<file path="src/rtl/fsm_x_serializer.sv">
// fsm_x_serializer: parallel-to-serial front end for the A/B state machine's
// serial input x. A word is accepted over valid/ready and shifted out one bit
// per CLK on x, qualified by x_valid. Consecutive words stream with no gap.
// Optional build macro FSM_X_SERIALIZER_PARITY_EN appends an even-parity bit
// after the data bits of every word.
module fsm_x_serializer #(
  parameter int WIDTH     = 8,
  parameter int CNTW      = 4,
  parameter bit MSB_FIRST = 1'b1
) (
  input  logic             CLK,
  input  logic             RESETn,
  input  logic             load_valid,
  input  logic [WIDTH-1:0] load_data,
  output logic             load_ready,
  input  logic             hold,
  output logic             x,
  output logic             x_valid,
  output logic             done,
  output logic [CNTW-1:0]  bit_cnt
);

`ifdef FSM_X_SERIALIZER_PARITY_EN
  typedef enum logic [1:0] {IDLE, SHIFT, PAR} state_t;
`else
  typedef enum logic [1:0] {IDLE, SHIFT} state_t;
`endif

  state_t           state, state_nxt;
  logic [WIDTH-1:0] sreg, sreg_nxt;
  logic             x_nxt, xv_nxt, done_nxt;
  logic [CNTW-1:0]  cnt_nxt;
  logic             last, accept;
  logic             first_bit, next_bit;
  logic [WIDTH-1:0] load_rest, sreg_shift;
`ifdef FSM_X_SERIALIZER_PARITY_EN
  logic             par_r, par_nxt;
`endif

  // Bit-order steering: the first bit goes straight to x on accept, the rest
  // sit in sreg and leave from the end nearest the send direction.
  assign first_bit  = MSB_FIRST ? load_data[WIDTH-1] : load_data[0];
  assign load_rest  = MSB_FIRST ? {load_data[WIDTH-2:0], 1'b0} : {1'b0, load_data[WIDTH-1:1]};
  assign next_bit   = MSB_FIRST ? sreg[WIDTH-1] : sreg[0];
  assign sreg_shift = MSB_FIRST ? {sreg[WIDTH-2:0], 1'b0} : {1'b0, sreg[WIDTH-1:1]};
  assign last       = (bit_cnt == CNTW'(WIDTH-1));

  // Ready is combinational so a reload lands on the edge after the final bit.
`ifdef FSM_X_SERIALIZER_PARITY_EN
  assign load_ready = !hold && (state == IDLE || state == PAR);
`else
  assign load_ready = !hold && (state == IDLE || (state == SHIFT && last));
`endif
  assign accept = load_valid && load_ready;

  // State and output registers; reset discards any partial word.
  always_ff @(posedge CLK or negedge RESETn) begin
    if (!RESETn) begin
      state   <= IDLE;
      sreg    <= '0;
      x       <= 1'b0;
      x_valid <= 1'b0;
      done    <= 1'b0;
      bit_cnt <= '0;
`ifdef FSM_X_SERIALIZER_PARITY_EN
      par_r   <= 1'b0;
`endif
    end else begin
      state   <= state_nxt;
      sreg    <= sreg_nxt;
      x       <= x_nxt;
      x_valid <= xv_nxt;
      done    <= done_nxt;
      bit_cnt <= cnt_nxt;
`ifdef FSM_X_SERIALIZER_PARITY_EN
      par_r   <= par_nxt;
`endif
    end
  end

  // Next-state and next-output logic; hold freezes everything except done.
  always_comb begin
    state_nxt = state;
    sreg_nxt  = sreg;
    x_nxt     = x;
    xv_nxt    = x_valid;
    cnt_nxt   = bit_cnt;
    done_nxt  = 1'b0;
`ifdef FSM_X_SERIALIZER_PARITY_EN
    par_nxt   = par_r;
`endif
    if (!hold) begin
      case (state)
        IDLE: begin
          if (accept) begin
            state_nxt = SHIFT;
            sreg_nxt  = load_rest;
            x_nxt     = first_bit;
            xv_nxt    = 1'b1;
            cnt_nxt   = '0;
`ifdef FSM_X_SERIALIZER_PARITY_EN
            par_nxt   = ^load_data;
`endif
          end
        end
        SHIFT: begin
          if (!last) begin
            sreg_nxt = sreg_shift;
            x_nxt    = next_bit;
            cnt_nxt  = bit_cnt + CNTW'(1);
          end else begin
`ifdef FSM_X_SERIALIZER_PARITY_EN
            state_nxt = PAR;
            x_nxt     = par_r;
            cnt_nxt   = CNTW'(WIDTH);
`else
            done_nxt = 1'b1;
            if (accept) begin
              sreg_nxt = load_rest;
              x_nxt    = first_bit;
              xv_nxt   = 1'b1;
              cnt_nxt  = '0;
            end else begin
              state_nxt = IDLE;
              sreg_nxt  = '0;
              x_nxt     = 1'b0;
              xv_nxt    = 1'b0;
              cnt_nxt   = '0;
            end
`endif
          end
        end
`ifdef FSM_X_SERIALIZER_PARITY_EN
        PAR: begin
          done_nxt = 1'b1;
          if (accept) begin
            state_nxt = SHIFT;
            sreg_nxt  = load_rest;
            x_nxt     = first_bit;
            xv_nxt    = 1'b1;
            cnt_nxt   = '0;
            par_nxt   = ^load_data;
          end else begin
            state_nxt = IDLE;
            sreg_nxt  = '0;
            x_nxt     = 1'b0;
            xv_nxt    = 1'b0;
            cnt_nxt   = '0;
          end
        end
`endif
        default: begin
          state_nxt = IDLE;
          sreg_nxt  = '0;
          x_nxt     = 1'b0;
          xv_nxt    = 1'b0;
          cnt_nxt   = '0;
        end
      endcase
    end
  end

endmodule

</file>
<file path="config.mk">
export PLATFORM = sky130hd
export DESIGN_NAME = fsm_x_serializer
export DESIGN_NICKNAME = d
export VERILOG_FILES = /design/src/rtl/fsm_x_serializer.sv
export SDC_FILE = /design/constraint.sdc
export NUM_CORES = 1
export LEC_CHECK = 0
export ABC_CLOCK_PERIOD_IN_PS = 1550
export BUFFER_PORTS_ARGS = -buffer_cell sky130_fd_sc_hd__buf_2
export CAP_MARGIN = 5
export CORE_AREA = 2 2 46 48
export DETAILED_ROUTE_END_ITERATION = 12
export DIE_AREA = 0 0 48 50
export PLACE_DENSITY = 0.66
export SKIP_CTS_REPAIR_TIMING = 1
export SYNTH_ARGS = -nofsm -noshare
export SYNTH_HDL_FRONTEND = slang
export SYNTH_SLANG_ARGS = --single-unit
</file>
<file path="constraint.sdc">
create_clock -name CLK -period 1.55 [get_ports CLK]
set_input_delay 0.31 -clock CLK [delete_from_list [all_inputs] [get_ports CLK]]
set_output_delay 0.31 -clock CLK [all_outputs]
set_load 0.02 [all_outputs]
</file>
==> reports/metrics.yaml, run 1 <==
clock_tree:
  clockBufferDepth: 2
  cts_tree: "done"
  cts_buffers: 3
  htreeDepth: 1
  cts_sinks: 15
  insertion_delay_ns: 0.28
  clk_pin_slew_ns: 0.10
  cts_root_buf: "clkbuf_4"
power_and_ir_drop:
  p_sw_share_pct: 38.05
  combPwrFrac_pct: 43.0
  p_per_area_nw_per_um2: 1466
  p_clk_share_pct: 15.3
  switchingPower_uw: 567.4
  internal_power_uw: 923.8
  seqPwrFrac_pct: 41.7
  power.leakage_nw: 0.4849
  max-vdd-ir-drop_mv: 0.9328
floorplan:
  core_region_area_sq_um: 1902
  dieHeight_microns: 50
  initial_utilization_pct: 41.97
  row_count: 16
  die_x_microns: 48
  io_pins: 20
  dieArea_sq_um: 2400
final_layout:
  final_layout_size_suffix_gt1_share_pct: 32.46
  stdcell_area_sq_um: 1017
  diodes: 0
  nets: 128
  syn_to_final_growth_pct: 27.43
global_route:
  grt_pass1_wl_microns: 2960
  overflow: 0
  antenna_found_initial: 0
  grt_pass1_vias: 700
  track_usage_pct: 17.34
  grt_max_degree: 16
sta:
  finalWorstSetupSlack_ns: -0.09707
  tightest_slew_ns: 0.5340
  hold_slack_ns: 0.2871
  period_minus_slack_ns: 1.647
  rsz0062_at_grt: "true"
  relSlewSlack_pct: 64.37
  hold_viol: 0
  fin_skew_ns: 0.004925
  final_max_slew_viol_count: 0
  finalCritPeriodShare_pct: 106.3
  setup_viol: 1
  max_freq_ghz: 0.6071
synth:
  synthDistinctLibCells: 26
  synthTopCellsByArea: "dfrtp_1 (47%), nand3_1 (8.2%), a21oi_1 (5.0%), a31oi_1 (4.7%), buf_4 (3.8%)"
  async_flop_share_pct: 100.0
  syn_inst: 86
  ys.flop_type: "dfrtp_1"
  synth.largest_area_cell: "dfrtp_1"
  synth.top_cell.area_share_pct: 47.02
  synth_area_sq_um: 798.3
  synthTopCellsByCount: "dfrtp_1 (15), nand3_1 (13), a21oi_1 (8), nor2_1 (8), a31oi_1 (6)"
  synth_most_common_cell: "dfrtp_1"
  ys_seq_area_share_pct: 47.02
  synth-seq-cells: 15
  syn_area_per_cell_sq_um: 9.282
  synth_edf_count: 0
  synth_fp_nets: 99
  yosysWarnings: 0
worst_setup_path:
  crit_type: "flip-flop to output port"
  critPathLaunchType: "flip-flop"
  cp_data_arrival_time_ns: 1.34
  slowest_stage: "dfrtp_1"
  end_kind: "output port"
  max_stage_delay_ns: 0.40
  cp_num_buf_inv: 1
  path_cells: "ha_4 > nand3b_1 > a21oi_2 > buf_6"
  critPathRequiredTime_ns: 1.24
  crit_fanout: 4
  cp_top_family: "flip-flops"
status:
  status: "finished, violations left"
  violations: "negative setup slack"
placement:
  portBuffers: 19
  hpwl_microns: 1367
  placed_cell_area_sq_um: 932.1
  place_congestion: 0.7864
flow_run:
  cap_viol_max_count: 0
drt:
  drt_wl_total_microns: 1962
  vias_per_cell: 5.511
  num_vias: 777
  ant_nets: 0
  drc: 0
  drt_iter0_markers: 17
  drt-pass1-iter-count: 5
  post_drt_wl_per_cell_microns: 13.91
min_path:
  holdCritPathClass: "input pin to flip-flop"
-- routing by layer --
| metal | vias up | track usage (%) | routed length [microns] |
|---|---|---|---|
| met5 | - | 0 | 0 |
| met4 | 0 | 6.757 | 19 |
| met3 | 2 | 2.564 | 78 |
| met2 | 23 | 28.44 | 1011 |
| met1 | 379 | 21.87 | 852 |
| li1 | 373 | - | - |
-- cells in the final DEF (no fill, tap or decap), types with 2 or more instances in the layout --
cell type and count:
buf_2 18, dfrtp_1 15, nand3_1 13, buf_4 11
nor2_1 8, a21oi_1 7, a31oi_1 6, nand2_1 5
o21ai_0 3, clkbuf_4 3, inv_1 2, a32o_1 2
mux2i_1 2, nor3_1 2, nand2b_1 2
-- worst paths after layout --
path	from	endpoint	slack [ns]	cells past startpoint
min in group asynchronous	RESETn	sreg[2]$_DFFE_PN0P_	0.47	2
hold / removal	load_data[0]	sreg[1]$_DFFE_PN0P_	0.29	2
setup / recovery	bit_cnt[1]$_DFFE_PN0P_	load_ready	-0.1	4
setup reg to reg	bit_cnt[1]$_DFFE_PN0P_	sreg[3]$_DFFE_PN0P_	0.12	5
max in group asynchronous	RESETn	bit_cnt[3]$_DFFE_PN0P_	0.82	2
hold reg to reg	sreg[1]$_DFFE_PN0P_	sreg[1]$_DFFE_PN0P_	0.52	1
-- cells by family (layout without fill, tap and decap cells) --
logic type	count (synthesis)	in the layout	synth area share [%]
AOI/OAI and AO/OA	24	24	19.75
DFF	15	15	47.02
muxes	2	2	2.508
adders and majority gates	1	1	1.567
and+or+nand+nor	35	35	21.79
buffers and inverters	9	37	7.367
-- area by class of cell --
cell class              instances  area (sq um)
multi-input cells              62         380.4
flip-flops and latches         15         375.4
fillers                       183         884.6
repair buffers                 31         193.9
well taps                      27         33.78
clock buffers                   4         26.28
inverters                       2         7.507
-- through the flow --
stage          power [mW]  worst slack (ns)  util [%]  std cells  setup TNS [ns]
6_report            1.491          -0.09707     53.49        141        -0.09707
5_1_grt             1.599           -0.1897     53.49        141         -0.1897
4_1_cts             1.423           -0.2407     50.39        136         -0.2407
3_5_place_dp        1.197           0.06714     49.01        132               0
3_3_place_gp        1.177            0.1081     49.01        132               0
2_1_floorplan      0.9928           0.03532         -         86               0
-- power groups by stage --
| stage | Sequential, mW | Combinational (mW) | Clock [mW] |
|---|---|---|---|
| 2_1_floorplan | 0.684 | 0.309 | 0 |
| 3_3_place_gp | 0.612 | 0.566 | 0 |
| 3_5_place_dp | 0.618 | 0.578 | 0 |
| 4_1_cts | 0.610 | 0.580 | 0.233 |
| 5_1_grt | 0.642 | 0.703 | 0.254 |
| 6_report | 0.622 | 0.641 | 0.228 |
-- flip-flops by register name, summed over array words and instances (netlist names) --
signal,count
x,1
sreg,7
x_valid,1
done,1
bit_cnt,4
state,1
Power figures use the tool's default switching activity.
==> run 2, diff against run 1 <==
--- a/config.mk
+++ b/config.mk
@@ -5,7 +5,7 @@
 export SDC_FILE = /design/constraint.sdc
 export NUM_CORES = 1
 export LEC_CHECK = 0
-export ABC_CLOCK_PERIOD_IN_PS = 1550
+export ABC_CLOCK_PERIOD_IN_PS = 1600
 export BUFFER_PORTS_ARGS = -buffer_cell sky130_fd_sc_hd__buf_2
 export CAP_MARGIN = 5
 export CORE_AREA = 2 2 46 48
==> constraint.sdc (replaced) <==
create_clock -name CLK -period 1.6 [get_ports CLK]
set_input_delay 0.32 -clock CLK [delete_from_list [all_inputs] [get_ports CLK]]
set_output_delay 0.32 -clock CLK [all_outputs]
set_load 0.02 [all_outputs]
==> run 2 against run 1 <==
Compared with the run above: the flow still finishes with violations (negative setup slack); die area stayed put; first-iteration DRC count is 35% higher; cell count is 4.3% lower; wire length is 12% lower; clock power is 6% lower; count of clock-buffer cells in the layout stayed put; total power is 9.9% lower; sequential share of layout area is 2.3 points higher; sequential power is 3% lower; global-route usage is 0.59 points lower; core utilization is 3.1 points lower; critical path type unchanged.
==> reports/metrics.yaml, run 2 (same netlist as run 1, synthesis figures left out) <==
status:
  status: "finished, violations left"
  violations: "negative setup slack"
clock_tree:
  htreeDepth: 1  # unchanged
  clockBufferDepth: 2  # unchanged
  cts_tree: "done"
  cts_buffers: 3  # unchanged
  cts_root_buf: "clkbuf_4"
  cts_sinks: 15  # unchanged
  insertion_delay_ns: 0.28  # about the same
  clk_pin_slew_ns: 0.09  # about the same
placement:
  place_congestion: 0.7565  # -3.8%
  portBuffers: 19  # unchanged
  hpwl_microns: 1233  # -9.8%
  place_ws_ns: 0.1676  # +0.1005 ns
worst_setup_path:
  slowest_stage: "dfrtp_1"
  startpoint: "bit_cnt[1]$_DFFE_PN0P_"
  critPathRequiredTime_ns: 1.28  # +0.04 ns
  max_stage_delay_ns: 0.40  # about the same
  path_cells: "ha_2 > nand3b_1 > a21oi_2 > buf_4"
  crit_type: "flip-flop to output port"
  critPathLaunchType: "flip-flop"
  rrSetupSlack_ns: 0.15  # +0.03 ns
  crit_fanout: 4  # unchanged
  rr_endpoint: "sreg[3]$_DFFE_PN0P_"
  rr_worst_depth: 5  # unchanged
  cp_data_arrival_time_ns: 1.36  # +0.02 ns
  r2r_start: "bit_cnt[1]$_DFFE_PN0P_"
  end_kind: "output port"
  critPathCapture: "load_ready"
drt:
  drt_iter0_markers: 23  # +6
  drt-pass1-iter-count: 4  # -1
  ant_nets: 0  # unchanged
  post_drt_wl_per_cell_microns: 12.75  # -8.4%
  drt_wl_total_microns: 1721  # -12%
  drc: 0  # unchanged
  num_vias: 716  # -7.9%
  vias_per_cell: 5.304  # -3.8%
sta:
  relSlewSlack_pct: 65.47  # +1.1 points
  hold_viol: 0  # unchanged
  tightest_slew_ns: 0.5175  # -0.01651 ns
  fin_skew_ns: 0.003230  # -0.001695 ns
  max_freq_ghz: 0.5956
  final_max_slew_viol_count: 0  # unchanged
  hold_slack_ns: 0.2886  # +0.001450 ns
  rsz0062_at_grt: "true"
  period_minus_slack_ns: 1.679
  finalCritPeriodShare_pct: 104.9
  finalWorstSetupSlack_ns: -0.07888  # +0.01819 ns
  setup_viol: 1  # unchanged
power_and_ir_drop:
  power.leakage_nw: 0.4562  # -5.9%
  fin_total_pwr_mw: 1.344  # -9.9%
  p_per_area_nw_per_um2: 1402  # -4.4%
  max-vdd-ir-drop_mv: 0.7110  # -24%
floorplan:
  core_region_area_sq_um: 1902  # unchanged
  dieHeight_microns: 50  # unchanged
  dieArea_sq_um: 2400  # unchanged
  die_x_microns: 48  # unchanged
  row_count: 16  # unchanged
  initial_utilization_pct: 41.97  # unchanged
  io_pins: 20  # unchanged
global_route:
  antenna_found_initial: 0  # unchanged
  overflow: 0  # unchanged
  grt_pass1_vias: 639  # -8.7%
  grt_pass1_wl_microns: 2891  # -2.3%
  grt_max_degree: 16  # unchanged
  track_usage_pct: 16.75  # -0.59 points
final_layout:
  final_layout_size_suffix_gt1_share_pct: 28.70  # -3.8 points
  top_register: "sreg"
  reg.largest.list: "sreg x7, bit_cnt x4"
  largest_reg_flops: 7  # unchanged
  final_common_cell: "buf_2"
  final_cell_mix: "buf_2 (18), dfrtp_1 (15), nand3_1 (13), nor2_1 (8), a21oi_1 (7)"
  fin_util_pct: 50.39  # -3.1 points
  syn_to_final_growth_pct: 20.06
  nets: 122  # -4.7%
  diodes: 0  # unchanged
  nFillCells: 179  # -2.2%
min_path:
  holdCritPathClass: "input pin to flip-flop"
flow_run:
  cap_viol_max_count: 0  # unchanged
run 2: changes by cell type in the layout (fill, tap and decap cells not counted), sizes merged:
cell / previous run / this run
buf: 30 / 24
run 2: metrics by stage:
| stage | instance area, sq um | std cells | setup TNS (ns) |
|---|---|---|---|
| floorplan | 798.3 | 86 | 0 |
| global placement | 905.9 | 129 | 0 |
| detailed placement | 905.9 | 129 | 0 |
| CTS | 932.1 | 133 | -0.1329 |
| global route | 958.4 | 135 | -0.1908 |
| finish | 958.4 | 135 | -0.07888 |
run 2: where the power goes:
part / internal [mW] / switching, mW
Combinational: 0.239 / 0.284
Clock: 0.0968 / 0.118
Sequential: 0.500 / 0.106
run 2: metal layers:
| layer | track usage [%] | share of wire (%) | vias to the layer above |
|---|---|---|---|
| li1 | - | - | 356 |
| met1 | 25.29 | 51 | 335 |
| met2 | 22.67 | 42 | 23 |
| met3 | 3.663 | 5.2 | 2 |
| met4 | 6.757 | 1.0 | 0 |
| met5 | 0 | 0 | - |
run 2: worst max-delay path, delay by kind of cell, from the launching register on:
family | cells | cell delay, ns
AOI/OAI and AO/OA | 1 | 0.18
buffers and inverters | 1 | 0.16
and+or+nand+nor | 1 | 0.14
adders and majority gates | 1 | 0.19
DFF | 1 | 0.40
run 2: how the worst min path moves through the flow:
stage,start,endpoint,cells after the start,slack (ns)
after detailed placement,RESETn,bit_cnt[2]$_DFFE_PN0P_,1,0.25
after CTS,RESETn,bit_cnt[2]$_DFFE_PN0P_,1,-0.06
after global routing,load_data[4],sreg[5]$_DFFE_PN0P_,3,0.29
final,load_data[0],sreg[1]$_DFFE_PN0P_,2,0.29
after global placement,RESETn,bit_cnt[3]$_DFFE_PN0P_,1,0.24
after floorplan,RESETn,bit_cnt[0]$_DFFE_PN0P_,0,0.02
run 2: cell type report:
class | instances | area [sq um] | area share, %
Sequential cell | 15 | 375.4 | 39.16
Multi-Input combinational cell | 62 | 370.4 | 38.64
Timing Repair Buffer | 25 | 145.1 | 15.14
Tap cell | 27 | 33.78 | 3.525
Clock buffer | 4 | 26.28 | 2.742
Inverter | 2 | 7.507 | 0.7833
==> run 3, diff against run 2 <==
--- a/config.mk
+++ b/config.mk
@@ -11,7 +11,7 @@
 export CORE_AREA = 2 2 46 48
 export DETAILED_ROUTE_END_ITERATION = 12
 export DIE_AREA = 0 0 48 50
-export PLACE_DENSITY = 0.66
+export PLACE_DENSITY = 0.7
 export SKIP_CTS_REPAIR_TIMING = 1
 export SYNTH_ARGS = -nofsm -noshare
 export SYNTH_HDL_FRONTEND = slang
==> run 3 against run 2 <==
Compared with the run above: the run still ends with negative setup slack left; register-to-register slack better by 0.06 ns; cell count is 3.0% higher; sequential share of layout area is 1.6 points lower; via count is 4.6% higher; fmax is 0.60% higher; non-clock buffer count is 4 higher; first-iteration DRC count is 35% lower; critical path depth stayed put; clock skew is 0.0024 ns lower; sequential power is 0.7% higher; wire length is 9.8% higher; clock power is 2% higher.
==> reports/metrics.yaml, run 3 (same netlist as run 1, synthesis figures left out) <==
worst_setup_path:
  crit_type: "flip-flop to output port"
  rr_worst_depth: 5  # unchanged
  critPathRequiredTime_ns: 1.28  # about the same
  crit_fanout: 4  # unchanged
  end_kind: "output port"
  critPathLaunchType: "flip-flop"
  cp_data_arrival_time_ns: 1.35  # about the same
floorplan:
  core_region_area_sq_um: 1902  # unchanged
  row_count: 16  # unchanged
  initial_utilization_pct: 41.97  # unchanged
  die_x_microns: 48  # unchanged
  io_pins: 20  # unchanged
  dieArea_sq_um: 2400  # unchanged
  dieHeight_microns: 50  # unchanged
drt:
  drt_iter0_markers: 15  # -35%
  drc: 0  # unchanged
  vias_per_cell: 5.388  # +1.6%
  num_vias: 749  # +4.6%
  drt_wl_total_microns: 1890  # +9.8%
  ant_nets: 0  # unchanged
  drt-pass1-iter-count: 4  # unchanged
  post_drt_wl_per_cell_microns: 13.60  # +6.7%
placement:
  place_ws_ns: 0.07758  # -0.09002 ns
  portBuffers: 19  # unchanged
  place_congestion: 0.8423  # +11%
  dp.cells: 131  # +1.6%
clock_tree:
  cts_buffers: 3  # unchanged
  cts_tree: "done"
  clockBufferDepth: 2  # unchanged
  insertion_delay_ns: 0.28  # about the same
  cts_root_buf: "clkbuf_4"
  htreeDepth: 1  # unchanged
  cts_sinks: 15  # unchanged
  clk_pin_slew_ns: 0.09  # about the same
power_and_ir_drop:
  combPwrFrac_pct: 41.6  # +2.7 points
  p_per_area_nw_per_um2: 1424  # +1.6%
  seqPwrFrac_pct: 42.9  # -2.2 points
  power.leakage_nw: 0.4748  # +4.1%
  max-vdd-ir-drop_mv: 1.018  # +43%
  p_clk_share_pct: 15.4  # -0.6 points
  switchingPower_uw: 541.0  # +6.5%
  internal_power_uw: 881.0  # +5.4%
  p_sw_share_pct: 38.04  # +0.22 points
final_layout:
  top_register: "sreg"
  nFillCells: 184  # +2.8%
  final_common_cell: "buf_2"
  diodes: 0  # unchanged
  reg.largest.list: "sreg x7, bit_cnt x4"
  largest_reg_flops: 7  # unchanged
  stdcell_count: 139  # +3.0%
  nets: 126  # +3.3%
  fin_util_pct: 52.50  # +2.1 points
  syn_to_final_growth_pct: 25.08
  final_cell_mix: "buf_2 (18), dfrtp_1 (15), nand3_1 (13), buf_4 (10), nor2_1 (8)"
  final_layout_size_suffix_gt1_share_pct: 31.25  # +2.5 points
global_route:
  grt_pass1_vias: 714  # +12%
  grt_pass1_wl_microns: 3022  # +4.5%
  track_usage_pct: 17.43  # +0.68 points
  overflow: 0  # unchanged
  grt_max_degree: 16  # unchanged
  antenna_found_initial: 0  # unchanged
sta:
  rsz0062_at_grt: "true"
  hold_viol: 0  # unchanged
  relSlewSlack_pct: 65.08  # -0.40 points
  setup_viol: 1  # unchanged
  tightest_slew_ns: 0.5235  # +0.005924 ns
  period_minus_slack_ns: 1.669  # -0.01009 ns
  max_freq_ghz: 0.5992  # +0.60%
  final_max_slew_viol_count: 0  # unchanged
  finalCritPeriodShare_pct: 104.3  # -0.63 points
  fin_skew_ns: 0.0008006  # -0.002429 ns
  finalWorstSetupSlack_ns: -0.06879  # +0.01009 ns
min_path:
  holdCritPathClass: "input pin to flip-flop"
  hold_path_depth: 2  # unchanged
status:
  violations: "negative setup slack"
  status: "finished, violations left"
flow_run:
  cap_viol_max_count: 0  # unchanged
-- run 3: changes by cell type in the layout (fill, tap and decap cells not counted), sizes merged --
cell	previous run	this run
buf	24	28
-- run 3: power groups by stage --
stage          registers, mW  clock network [mW]  logic (mW)
2_1_floorplan          0.662                   0       0.297
3_3_place_gp           0.601                   0       0.518
3_5_place_dp           0.608                   0       0.528
4_1_cts                0.599               0.222       0.532
5_1_grt                0.628               0.248       0.654
6_report               0.610               0.219       0.592
-- run 3: per-layer routing --
| layer | global-route usage [%] | wire length [microns] |
|---|---|---|
| met3 | 2.198 | 55 |
| met1 | 23.34 | 897 |
| met5 | 0 | 0 |
| met4 | 8.559 | 12 |
| met2 | 26.67 | 924 |
-- run 3: final timing paths --
kind | startpoint | to | slack, ns
worst min-delay path | load_data[0] | sreg[1]$_DFFE_PN0P_ | 0.29
min in group asynchronous | RESETn | bit_cnt[2]$_DFFE_PN0P_ | 0.48
worst max-delay path | bit_cnt[1]$_DFFE_PN0P_ | load_ready | -0.07
worst max register to register | bit_cnt[1]$_DFFE_PN0P_ | sreg[3]$_DFFE_PN0P_ | 0.21
max in group asynchronous | RESETn | bit_cnt[3]$_DFFE_PN0P_ | 0.86
worst min register to register | sreg[1]$_DFFE_PN0P_ | sreg[1]$_DFFE_PN0P_ | 0.50
-- run 3: area by class of cell --
| type | instances | area, sq um | area share (%) |
|---|---|---|---|
| multi-input cells | 62 | 380.4 | 38.10 |
| flip-flops and latches | 15 | 375.4 | 37.59 |
| repair buffers | 29 | 175.2 | 17.54 |
| well taps | 27 | 33.78 | 3.383 |
| clock buffers | 4 | 26.28 | 2.632 |
| inverters | 2 | 7.507 | 0.7519 |
-- run 3: worst max-delay path, cell delays in order (launching register included) --
cell	delay [ns]
dfrtp_1	0.41
ha_4	0.17
nand3b_1	0.15
a21oi_2	0.18
buf_4	0.16
-- run 3: metrics by stage --
stage	TNS [ns]	cell area (sq um)	total power [mW]	hold slack, ns
after floorplan	0	798.3	0.9593	0.02441
after global placement	0	920.9	1.118	0.2471
after global routing	-0.1442	998.5	1.530	0.2954
after detailed placement	0	920.9	1.135	0.2502
final	-0.06879	998.5	1.422	0.2876
after CTS	-0.2365	947.2	1.353	-0.05838
